===== config.mk =====
export PLATFORM = sky130hd
export DESIGN_NAME = ai_feature_writer
export DESIGN_NICKNAME = d
export VERILOG_FILES = /design/src/rtl/AI_pkg.sv /design/src/rtl/AI_frame_counter.sv /design/src/rtl/ai_feature_writer.sv
export SDC_FILE = /design/constraint.sdc
export NUM_CORES = 1
export LEC_CHECK = 0
export CAP_MARGIN = 10
export CORE_UTILIZATION = 36
export CTS_BUF_LIST = sky130_fd_sc_hd__clkbuf_16
export DETAILED_ROUTE_END_ITERATION = 8
export DONT_BUFFER_PORTS = 1
export PLACE_DENSITY_LB_ADDON = 0.1
export SLEW_MARGIN = 0
export SYNTH_ARGS = -nofsm -noshare
export SYNTH_HDL_FRONTEND = slang
export SYNTH_SLANG_ARGS = --single-unit

===== constraint.sdc =====
create_clock -name clk -period 1.5 [get_ports clk]
set_input_delay 0.15 -clock clk [delete_from_list [all_inputs] [get_ports clk]]
set_output_delay 0.15 -clock clk [all_outputs]
set_load 0.01 [all_outputs]

===== src/rtl/AI_pkg.sv =====
// Shared types and default sizing for the AI feature writer.
// The writer top optionally builds an overflow counter under AI_FEATURE_WRITER_OVF_CNT_EN.
package AI_pkg;

  typedef enum logic [1:0] {
    ST_IDLE = 2'd0,
    ST_FILL = 2'd1,
    ST_FULL = 2'd2
  } state_t;

  localparam int DEF_DATA_W = 16;
  localparam int DEF_DEPTH  = 64;

  localparam logic [7:0] OVF_MAX = 8'hFF;

endpackage


===== src/rtl/AI_frame_counter.sv =====
// Per-frame sample counter; at_end flags that the next increment completes the frame.
module AI_frame_counter #(
  parameter int DEPTH  = 64,
  parameter int ADDR_W = $clog2(DEPTH)
) (
  input  logic            clk,
  input  logic            rst_n,
  input  logic            i_clear,
  input  logic            i_inc,
  output logic [ADDR_W:0] o_count,
  output logic            o_at_end
);

  localparam logic [ADDR_W:0] LAST = (ADDR_W+1)'(DEPTH - 1);
  localparam logic [ADDR_W:0] TOP  = (ADDR_W+1)'(DEPTH);

  logic [ADDR_W:0] r_count;

  // Clear dominates so a frame restart never leaks a stale increment.
  always_ff @(posedge clk or negedge rst_n) begin
    if (!rst_n) begin
      r_count <= '0;
    end else if (i_clear) begin
      r_count <= '0;
    end else if (i_inc && (r_count != TOP)) begin
      r_count <= r_count + 1'b1;
    end
  end

  assign o_count  = r_count;
  assign o_at_end = (r_count == LAST);

endmodule


===== src/rtl/ai_feature_writer.sv =====
// Streams one frame of DEPTH feature samples into a buffer and raises full when done.
// Define AI_FEATURE_WRITER_OVF_CNT_EN to add o_ovf_cnt (in_valid cycles dropped while full).
module ai_feature_writer
  import AI_pkg::*;
#(
  parameter int DATA_W = DEF_DATA_W,
  parameter int DEPTH  = DEF_DEPTH,
  parameter int ADDR_W = $clog2(DEPTH)
) (
  input  logic              clk,
  input  logic              rst_n,
  input  logic              i_init,
  input  logic              i_in_valid,
  input  logic [DATA_W-1:0] i_in_data,
  output logic              o_in_ready,
  output logic              o_wr_en,
  output logic [ADDR_W-1:0] o_wr_addr,
  output logic [DATA_W-1:0] o_wr_data,
  output logic              o_full,
  output logic [ADDR_W:0]   o_count
`ifdef AI_FEATURE_WRITER_OVF_CNT_EN
  ,
  output logic [7:0]        o_ovf_cnt
`endif
);

  state_t            r_state;
  state_t            w_state_next;
  logic              w_accept;
  logic              w_at_end;
  logic [ADDR_W:0]   w_count;
  logic              r_wr_en;
  logic [ADDR_W-1:0] r_wr_addr;
  logic [DATA_W-1:0] r_wr_data;

  // A coincident init discards the sample on the bus.
  assign w_accept = (r_state == ST_FILL) && i_in_valid && !i_init;

  AI_frame_counter #(
    .DEPTH  (DEPTH),
    .ADDR_W (ADDR_W)
  ) u_frame_counter (
    .clk      (clk),
    .rst_n    (rst_n),
    .i_clear  (i_init),
    .i_inc    (w_accept),
    .o_count  (w_count),
    .o_at_end (w_at_end)
  );

  always_ff @(posedge clk or negedge rst_n) begin
    if (!rst_n) begin
      r_state <= ST_IDLE;
    end else begin
      r_state <= w_state_next;
    end
  end

  always_comb begin
    w_state_next = r_state;
    if (i_init) begin
      w_state_next = ST_FILL;
    end else begin
      case (r_state)
        ST_FILL: if (w_accept && w_at_end) w_state_next = ST_FULL;
        ST_FULL: w_state_next = ST_FULL;
        default: w_state_next = r_state;
      endcase
    end
  end

  always_ff @(posedge clk or negedge rst_n) begin
    if (!rst_n) begin
      r_wr_en   <= 1'b0;
      r_wr_addr <= '0;
      r_wr_data <= '0;
    end else begin
      r_wr_en <= w_accept;
      if (i_init) begin
        r_wr_addr <= '0;
      end else if (w_accept) begin
        r_wr_addr <= w_count[ADDR_W-1:0];
        r_wr_data <= i_in_data;
      end
    end
  end

  // full is the FULL state itself, so its only falling paths are init and reset.
  assign o_in_ready = (r_state == ST_FILL);
  assign o_full     = (r_state == ST_FULL);
  assign o_wr_en    = r_wr_en;
  assign o_wr_addr  = r_wr_addr;
  assign o_wr_data  = r_wr_data;
  assign o_count    = w_count;

`ifdef AI_FEATURE_WRITER_OVF_CNT_EN
  logic [7:0] r_ovf_cnt;

  always_ff @(posedge clk or negedge rst_n) begin
    if (!rst_n) begin
      r_ovf_cnt <= '0;
    end else if (i_init) begin
      r_ovf_cnt <= '0;
    end else if ((r_state == ST_FULL) && i_in_valid && (r_ovf_cnt != OVF_MAX)) begin
      r_ovf_cnt <= r_ovf_cnt + 8'd1;
    end
  end

  assign o_ovf_cnt = r_ovf_cnt;
`else
  // Overflow counting is compiled out of this build.
`endif

endmodule


* Yosys cells after proc, flatten, opt, wreduce, memory -nomap -nowiden
Cells that the tools add are included.
Word-level totals: flip-flop bits (word level) 32, input bits 20, word-level logic and storage cells 29, output and inout port bits 32
Operators by class: bitwise gates (word level) 1, reduce and logical (&&, ||, !) cells 10, eq/ne operators 5, add/subtract/negate cells 1, mux-type cells 7
Operator list (count):
- 7-bit two-way mux | 2
- 6-bit two-way mux | 2
- 7-bit by 1-bit adder with 7-bit output (second input constant) | 1
- 7-bit by 6-bit equality test with 1-bit output (second input constant) | 1
- 7-bit != test (second input constant) | 1
- 1-bit logical AND | 4
- 2-bit two-way mux | 2
- 2-bit case mux with 2 select lines | 1
- 2-bit AND reduction | 2
- 2-bit nonzero test | 2
- 3-bit by 2-bit != test with 1-bit output (second input constant) | 1
- 3-bit nonzero test | 1
- 2-bit by 1-bit equality test with 1-bit output (second input constant) | 1
- 2-bit equality test (second input constant) | 1
- 1-bit zero test | 1
- 1-bit NOT | 1

* Longest topological paths before layout
Gate-level depths: netlist of the first run.
depth after elaboration 7, depth in mapped cells 5, mapped depth without buffers 5

* Hierarchy
Synthesis of the first run repeated with hierarchy kept, for this count alone.
Unflattened totals: cell total of the unflattened synthesis 116, area total of the unflattened synthesis 1512.7 sq um
By module, submodules not included:
- ai_feature_writer | cells each 71, instances 1, seq. area each 625.6 sq um, area each 1076.0 sq um
- AI_frame_counter | cells each 45, instances 1, seq. area each 175.2 sq um, area each 436.7 sq um

* Worst setup path before layout of the first run
OpenSTA, ideal clock, no wires.
path type register to register, from register u_frame_counter.r_count[0] (netlist: u_frame_counter.o_count[0]), to register u_frame_counter.r_count[0] (netlist: u_frame_counter.o_count[0]), setup slack -0.104 ns, buffers on the path 0, arrival 1.480 ns, clock period less this slack 1.604 ns, data required time 1.375 ns, stages on the path, launching flop included 6, library setup time 0.125 ns, cell sequence dfrtp_1 inv_1 ha_1 and4bb_2 a21oi_1 mux2_2
Between the ends: word-level cells in the longest chain between the ends 3, elaborated cells on any way between the ends 6, classes of those cells 1 x add/sub; 1 x eq/ne; 2 x mux; 2 x reduce/logical
RTL lines:
- start, declared | RTL line AI_frame_counter.sv:17 | logic [ADDR_W:0] r_count;
- start signal, assigned | RTL line AI_frame_counter.sv:26 | r_count <= r_count + 1'b1;
- 7-bit by 1-bit adder with 7-bit output or 7-bit != test (tied branches) | RTL line AI_frame_counter.sv:26, AI_frame_counter.sv:25
- 7-bit two-way mux or 1-bit logical AND (tied branches) | RTL line AI_frame_counter.sv:25 | end else if (i_inc && (r_count != TOP)) begin
- 7-bit two-way mux or 2-bit nonzero test (tied branches)
Several ways; a longest one is shown, not always the timed one. The select of a mux whose other input is x is not followed. A chain may end at the register's enable or synchronous reset.

* Final worst setup path of the first run
Ends and elaborated chain as after synthesis.

==> results of run 1 <==
metal layers:
| layer | global-route usage (%) | wire length, um |
|---|---|---|
| met1 | 19.8 | 1220 |
| met2 | 23.3 | 1290 |
| met3 | 8.15 | 214 |
| met4 | 8.52 | 62 |
| met5 | 0 | 0 |
cell usage after synthesis, drive strengths merged, types with 3 or more instances:
master	count	share of area, %
a21oi	12	4.4
buf	3	1.1
dfrtp	32	59
inv	6	1.7
mux2	17	14
nand2	17	4.7
nor2	4	1.1
worst max path at each step:
stage	slack (ns)	start	to
4_1_cts	0.01	r_state[1]$_DFFE_PN0P_	r_state[0]$_DFFE_PN0P_
5_1_grt	0.002	u_frame_counter.o_count[0]$_DFFE_PN0P_	r_state[0]$_DFFE_PN0P_
6_report	0.05	u_frame_counter.o_count[0]$_DFFE_PN0P_	u_frame_counter.o_count[0]$_DFFE_PN0P_
3_3_place_gp	0.06	u_frame_counter.o_count[0]$_DFFE_PN0P_	u_frame_counter.o_count[0]$_DFFE_PN0P_
3_5_place_dp	-0.0007	u_frame_counter.o_count[0]$_DFFE_PN0P_	u_frame_counter.o_count[0]$_DFFE_PN0P_
2_1_floorplan	0.009	u_frame_counter.o_count[0]$_DFFE_PN0P_	u_frame_counter.o_count[0]$_DFFE_PN0P_
worst reg2reg max path: stages, from the launching register on:
cell	delay [ns]
dfrtp_2	0.38
inv_2	0.04
ha_2	0.17
and4bb_2	0.25
a21oi_2	0.18
mux2_4	0.31
flip-flops by register name, summed over array words and instances, names as in the netlist:
| name | cells |
|---|---|
| r_state | 2 |
| o_wr_data | 16 |
| o_wr_addr | 6 |
| u_frame_counter.o_count | 7 |
| o_wr_en | 1 |
placed cells by master, fill, tap and decap left out, types with 2 or more instances in the layout:
master / Yosys / layout
dlygate4sd3_1: 0 / 2
buf_4: 0 / 16
dfrtp_1: 32 / 30
dfrtp_2: 0 / 2
ha_2: 0 / 2
inv_1: 6 / 6
nor2_1: 4 / 4
nand2_1: 17 / 17
a21oi_1: 12 / 11
clkbuf_16: 0 / 5
o21ai_0: 2 / 2
mux2i_1: 2 / 2
o31ai_1: 2 / 2
or3_1: 2 / 2
mux2_2: 17 / 16
logic make-up (layout without fill, tap and decap cells):
kind of cell	Yosys count	count (layout)	share of synthesized area [%]
flops	32	32	59.3
buf+inv	11	33	3.34
fa+ha+maj	2	2	1.85
compound gates	18	18	7.51
mux	19	19	15.7
simple gates	32	32	12.3
layout make-up:
type / instances / share of cell area (%)
tap: 46 / 3.37
timing repair buffer: 20 / 10.0
sequential: 32 / 47.0
multi-input combinational: 71 / 30.5
clock inverter: 2 / 0.512
inverter: 6 / 1.32
clock buffer: 5 / 7.32
metrics by stage:
stage / TNS, ns / std cells
floorplan: 0 / 114
global placement: 0 / 170
detailed placement: -0.000708 / 170
CTS: 0 / 181
global route: 0 / 182
finish: 0 / 182
timing repair:
action                                  4_1_cts  5_1_grt
endpoints found under the setup margin        1        4
pin swaps                                     0        2
setup buffers                                 1        1
resized for setup                             0        6
hold buffers                                  3        0
hold endpoints to repair                     44        0
cloned                                        0        0
report_power, final:
| part | switching [uW] | internal (uW) |
|---|---|---|
| Sequential | 81.5 | 942 |
| Combinational | 82.5 | 101 |
| Clock | 324 | 593 |
| Total | 488 | 1640 |
==> results.md, run 1 <==
* Worst Max-Slew Pin Slew at around 0.49 ns
* Unrepaired setup endpoints after global routing: false
* Vias in the first global route at 966
* Endpoints failing hold at 0
* Die area at 4000 um2
* Post-synth ARST share at 100%
* Post-synth EDFFs at 0
* Via count at 942
* Clock Skew at approximately 0.0060 ns
* DRC Markers at 0
* R2R setup slack at 0.05 ns
* Max-Slew Margin vs Limit at roughly 67%
* Crit path DAT at 1.60 ns
* Main synth FF type: dfrtp_1
* F_max at 690 MHz
* GP Congestion at 0.821
* GR Util All Layers at approximately 16%
* Core Box Area at 3470 um2
* Post-Syn Nets at 136
* Synthesis-to-layout area growth at 26.7%
* Final ANT Viol Nets at 0
* Max-cap violations at 0
* CP Cell Sequence: inv_2 -> ha_2 -> and4bb_2 -> a21oi_2 -> mux2_4
* Critical path buffers and inverters at 1
* Vias per cell at about 5.2
* I/O Pins at 52
* WL final at between 2 and 3 mm
* Worst R2R Start: u_frame_counter.o_count[0]$_DFFE_PN0P_
* Yosys reg bits at 32
* Clk slew on worst S/H paths at 0.05 ns
* Min-delay src: i_in_data[6]
* Final hold slack at 0.0282 ns
* Seq/Total Area, Yosys at 59.3%
* Leak pwr at between 0.0007 and 0.0008 uW
* Initial antenna violation count at 0
* Hold path depth at 1
* Final Max Tran Viols at 0
* Area of the multi-input gates at 522 um2
* Status: finished, final reports clean
* Dpl ws at -0.000708 ns
* Req. time, crit path at 1.66 ns
* Largest net degree at the start of global routing at 33
* Worst skew pair latency at roughly 0.27 ns
* Pre-Repair DR Iteration Count at 4
* Max stage delay on crit path at 0.38 ns
* Mapped Cells at 114
* Antenna diodes at 0
* Crit path time final at 1.45 ns
* Layout cells sized above 1 at roughly 37%
* Reg2Reg Depth at 5
* Pwr dens at roughly 1200 nW/um2
* WS Path Type: reg2reg
* Max IR drop VDD at 764 uV
* Clock tree from TritonCTS: built
* Mapped Area at 1350 um2
* Die height at 63.2 um
* Iteration-0 DRC count of the detailed router at 36
* FP Rows at 21
* Synth unique cells at 23
* PortBufs at 0
* CTS sink count at 32
* End of the worst register-to-register path: u_frame_counter.o_count[0]$_DFFE_PN0P_
* Worst min path class: in2reg
* CP delay by family, top: flip-flops
* Final instance area at 1710 um2
* Num CTS Buffers at 5
* Crit-path slowest cell: dfrtp_2
* Instance count on the critical path at 5
* Number of fill cells at 337
* Initial core utilization at 38.9%
* Die width at 63.2 um
* Post-DP Area at between 1500 and 2000 um2
* Fin crit share at a little over nine tenths
* Final setup vio count at 0
* Final Worst Setup Slack at 0.0508 ns
* Final core occ at 49.3%
* Crit Path Max Fanout at 3
* Hpwl dp at 2.01 mm
* Reg area at approximately 800 um2
* Critical Path End Type: register
* Hold EP: o_wr_data[6]$_DFFE_PN0P_
* Root Driver: clkbuf_16
* GRT overflow at 0
* Clk buf depth at 2
* Warnings, synthesis at 0
* First-pass GRT wire length at roughly 4.7 mm
* Total power at 2120 uW
* Nets@finish at 158
* Mean Syn Cell Area at 11.8 um2
* Avg WL per Cell at 15.4 um
* CTS H-Tree Depth at 2
* CP startpoint kind: register
Power figures use the tool's default switching activity.
==> run 2, diff against run 1 <==
--- a/config.mk
+++ b/config.mk
@@ -6,6 +6,7 @@
 export NUM_CORES = 1
 export LEC_CHECK = 0
 export CAP_MARGIN = 10
+export CORE_MARGIN = 3
 export CORE_UTILIZATION = 36
 export CTS_BUF_LIST = sky130_fd_sc_hd__clkbuf_16
 export DETAILED_ROUTE_END_ITERATION = 8
==> results.md, run 2 (synthesized netlist as in run 1, its figures left out) <==
* Status: finished, final reports clean
* Post-DP Area at 1480 um2
* CTS sink count at 32
* Clock tree from TritonCTS: built
* Iteration-0 DRC count of the detailed router at 17
* GR Util All Layers at 14.3%
* Max-cap violations at 0
* FP Rows at 21
* Via count at around 940
* Switching share of power at 22.1%
* Vias in the first global route at 900
* I/O Pins at 52
* Max IR drop VDD at 778 uV
* Leak pwr at 0.000744 uW
* CTS H-Tree Depth at 2
* Fin crit share at slightly below 100%
* Worst skew pair latency at 0.27 ns
* Final instance area at approximately 1700 um2
* Die height at 67.2 um
* Nets@finish at 155
* GP Congestion at between 0.8 and 0.9
* Layout cells sized above 1 at 35.8%
* Number of fill cells at 332
* Final ANT Viol Nets at 0
* Hpwl dp at 2.02 mm
* Max stage delay on crit path at 0.41 ns
* Reg2Reg Depth at 5
* Core Box Area at 3470 um2
* Int Power at 1810 uW
* Crit Path Max Fanout at 5
* F_max at about 670 MHz
* Unrepaired setup endpoints after global routing: true
* Pwr dens at 1340 nW/um2
* Most common cell after layout, fill and taps aside: dfrtp_1
* Max-Slew Margin vs Limit at between 60% and 70%
* Endpoints failing hold at 0
* Worst Max-Slew Pin Slew at 0.501 ns
* Crit path time final at 1.49 ns
* Initial core utilization at 38.9%
* Critical path origin: u_frame_counter.o_count[1]$_DFFE_PN0P_
* WS Path Type: reg2reg
* Final Max Tran Viols at 0
* Power share of the clock group at between 40% and 50%
* End of the worst register-to-register path: u_frame_counter.o_count[0]$_DFFE_PN0P_
* Antenna diodes at 0
* R2R setup slack at 0.009 ns
* Req. time, crit path at 1.66 ns
* Avg WL per Cell at approximately 17 um
* CP Cell Sequence: inv_1 -> ha_2 -> and4bb_2 -> a21oi_4 -> mux2_4
* Clock Skew at roughly 0.0031 ns
* First-pass GRT wire length at 4.55 mm
* Worst min path class: in2reg
* Combinational power share at roughly 8.0%
* Initial antenna violation count at 0
* CP startpoint kind: register
* Root Driver: clkbuf_16
* Die area at approximately 4500 um2
* Total net switching power at 514 uW
* Worst R2R Start: u_frame_counter.o_count[1]$_DFFE_PN0P_
* DRC Markers at 0
* Clk slew on worst S/H paths at 0.05 ns
* PortBufs at 0
* Sequential power share at 44.1%
* Worst setup path end: u_frame_counter.o_count[0]$_DFFE_PN0P_
* Final setup vio count at 0
* Synthesis-to-layout area growth at 28.7%
* Die width at around 67 um
* Crit path DAT at 1.65 ns
* Commonest non-fill, non-tap cells in the layout: dfrtp_1, nand2_1, mux2_2
* Max reg flops at 16
* Vias per cell at 5.22
* Clk buf depth at 2
* Crit-path slowest cell: dfrtp_2
* Critical Path End Type: register
* GRT overflow at 0
* Total power at around 2300 uW
* Num CTS Buffers at 5
* Pre-Repair DR Iteration Count at 4
* Largest net degree at the start of global routing at 33
* WL final at between 3 and 4 mm
==> run 2: timing repair <==
action / in CTS / in global routing
setup buffers: 1 / 1
gates resized for setup: 0 / 9
endpoints found under the setup margin: 2 / 5
endpoints found under the hold margin: 44 / 0
gates cloned: 0 / 0
hold buffers: 3 / 0
pin swaps: 1 / 3
==> run 2: how the worst min path moves through the flow <==
stage / endpoint / startpoint / slack (ns) / cells after the start
finish: o_wr_data[13]$_DFFE_PN0P_ / i_in_data[13] / 0.02 / 1
global route: o_wr_data[13]$_DFFE_PN0P_ / i_in_data[13] / 0.02 / 1
CTS: o_wr_data[13]$_DFFE_PN0P_ / i_in_data[13] / 0.02 / 1
detailed placement: o_wr_addr[5]$_DFFE_PN0P_ / rst_n / -0.14 / 0
global placement: o_wr_addr[5]$_DFFE_PN0P_ / rst_n / -0.14 / 0
floorplan: o_wr_addr[0]$_DFFE_PN0P_ / rst_n / -0.15 / 0
==> run 2: power by group through the flow <==
stage	Sequential (uW)	Clock, uW	Combinational [uW]
2_1_floorplan	1030	0	106
3_3_place_gp	1040	0	134
3_5_place_dp	1040	0	140
4_1_cts	1030	1140	180
5_1_grt	1040	1190	208
6_report	1030	1120	186
==> run 2: cell type report <==
class | instances | area [um2] | share of cell area [%]
Inverter | 6 | 22.5 | 1.30
Tap cell | 46 | 57.6 | 3.31
Sequential cell | 32 | 803 | 46.2
Clock buffer | 5 | 125 | 7.20
Multi-Input combinational cell | 71 | 543 | 31.2
Timing Repair Buffer | 17 | 149 | 8.57
Clock inverter | 3 | 37.5 | 2.16
==> run 2: critical path: cells and delay by family, from the launching register on <==
kind	cells	cell delay (ns)
compound gates	1	0.18
fa+ha+maj	1	0.16
buf+inv	1	0.06
flops	1	0.41
mux	1	0.31
simple gates	1	0.26
==> run 2: routing by layer <==
| metal | part of all wire, % | GRT usage (%) | vias to the layer above |
|---|---|---|---|
| met5 | 0 | 0 | - |
| met4 | 1.1 | 6.08 | 0 |
| met3 | 9.9 | 7.32 | 4 |
| met2 | 51 | 22.1 | 43 |
| met1 | 38 | 16.6 | 465 |
| li1 | - | - | 427 |
==> run 2: metrics by stage <==
step	utilization (%)	hold WS (ns)	std cells	TNS [ns]	setup slack, ns
after detailed placement	42.7	-0.145	167	-0.00257	-0.00257
final	50.1	0.0244	180	0	0.00924
after floorplan	-	-0.146	114	0	0.00906
after CTS	48.8	0.0187	179	0	0.0206
after global placement	42.7	-0.145	167	0	0.0570
after global routing	50.1	0.0189	180	-0.0626	-0.0391
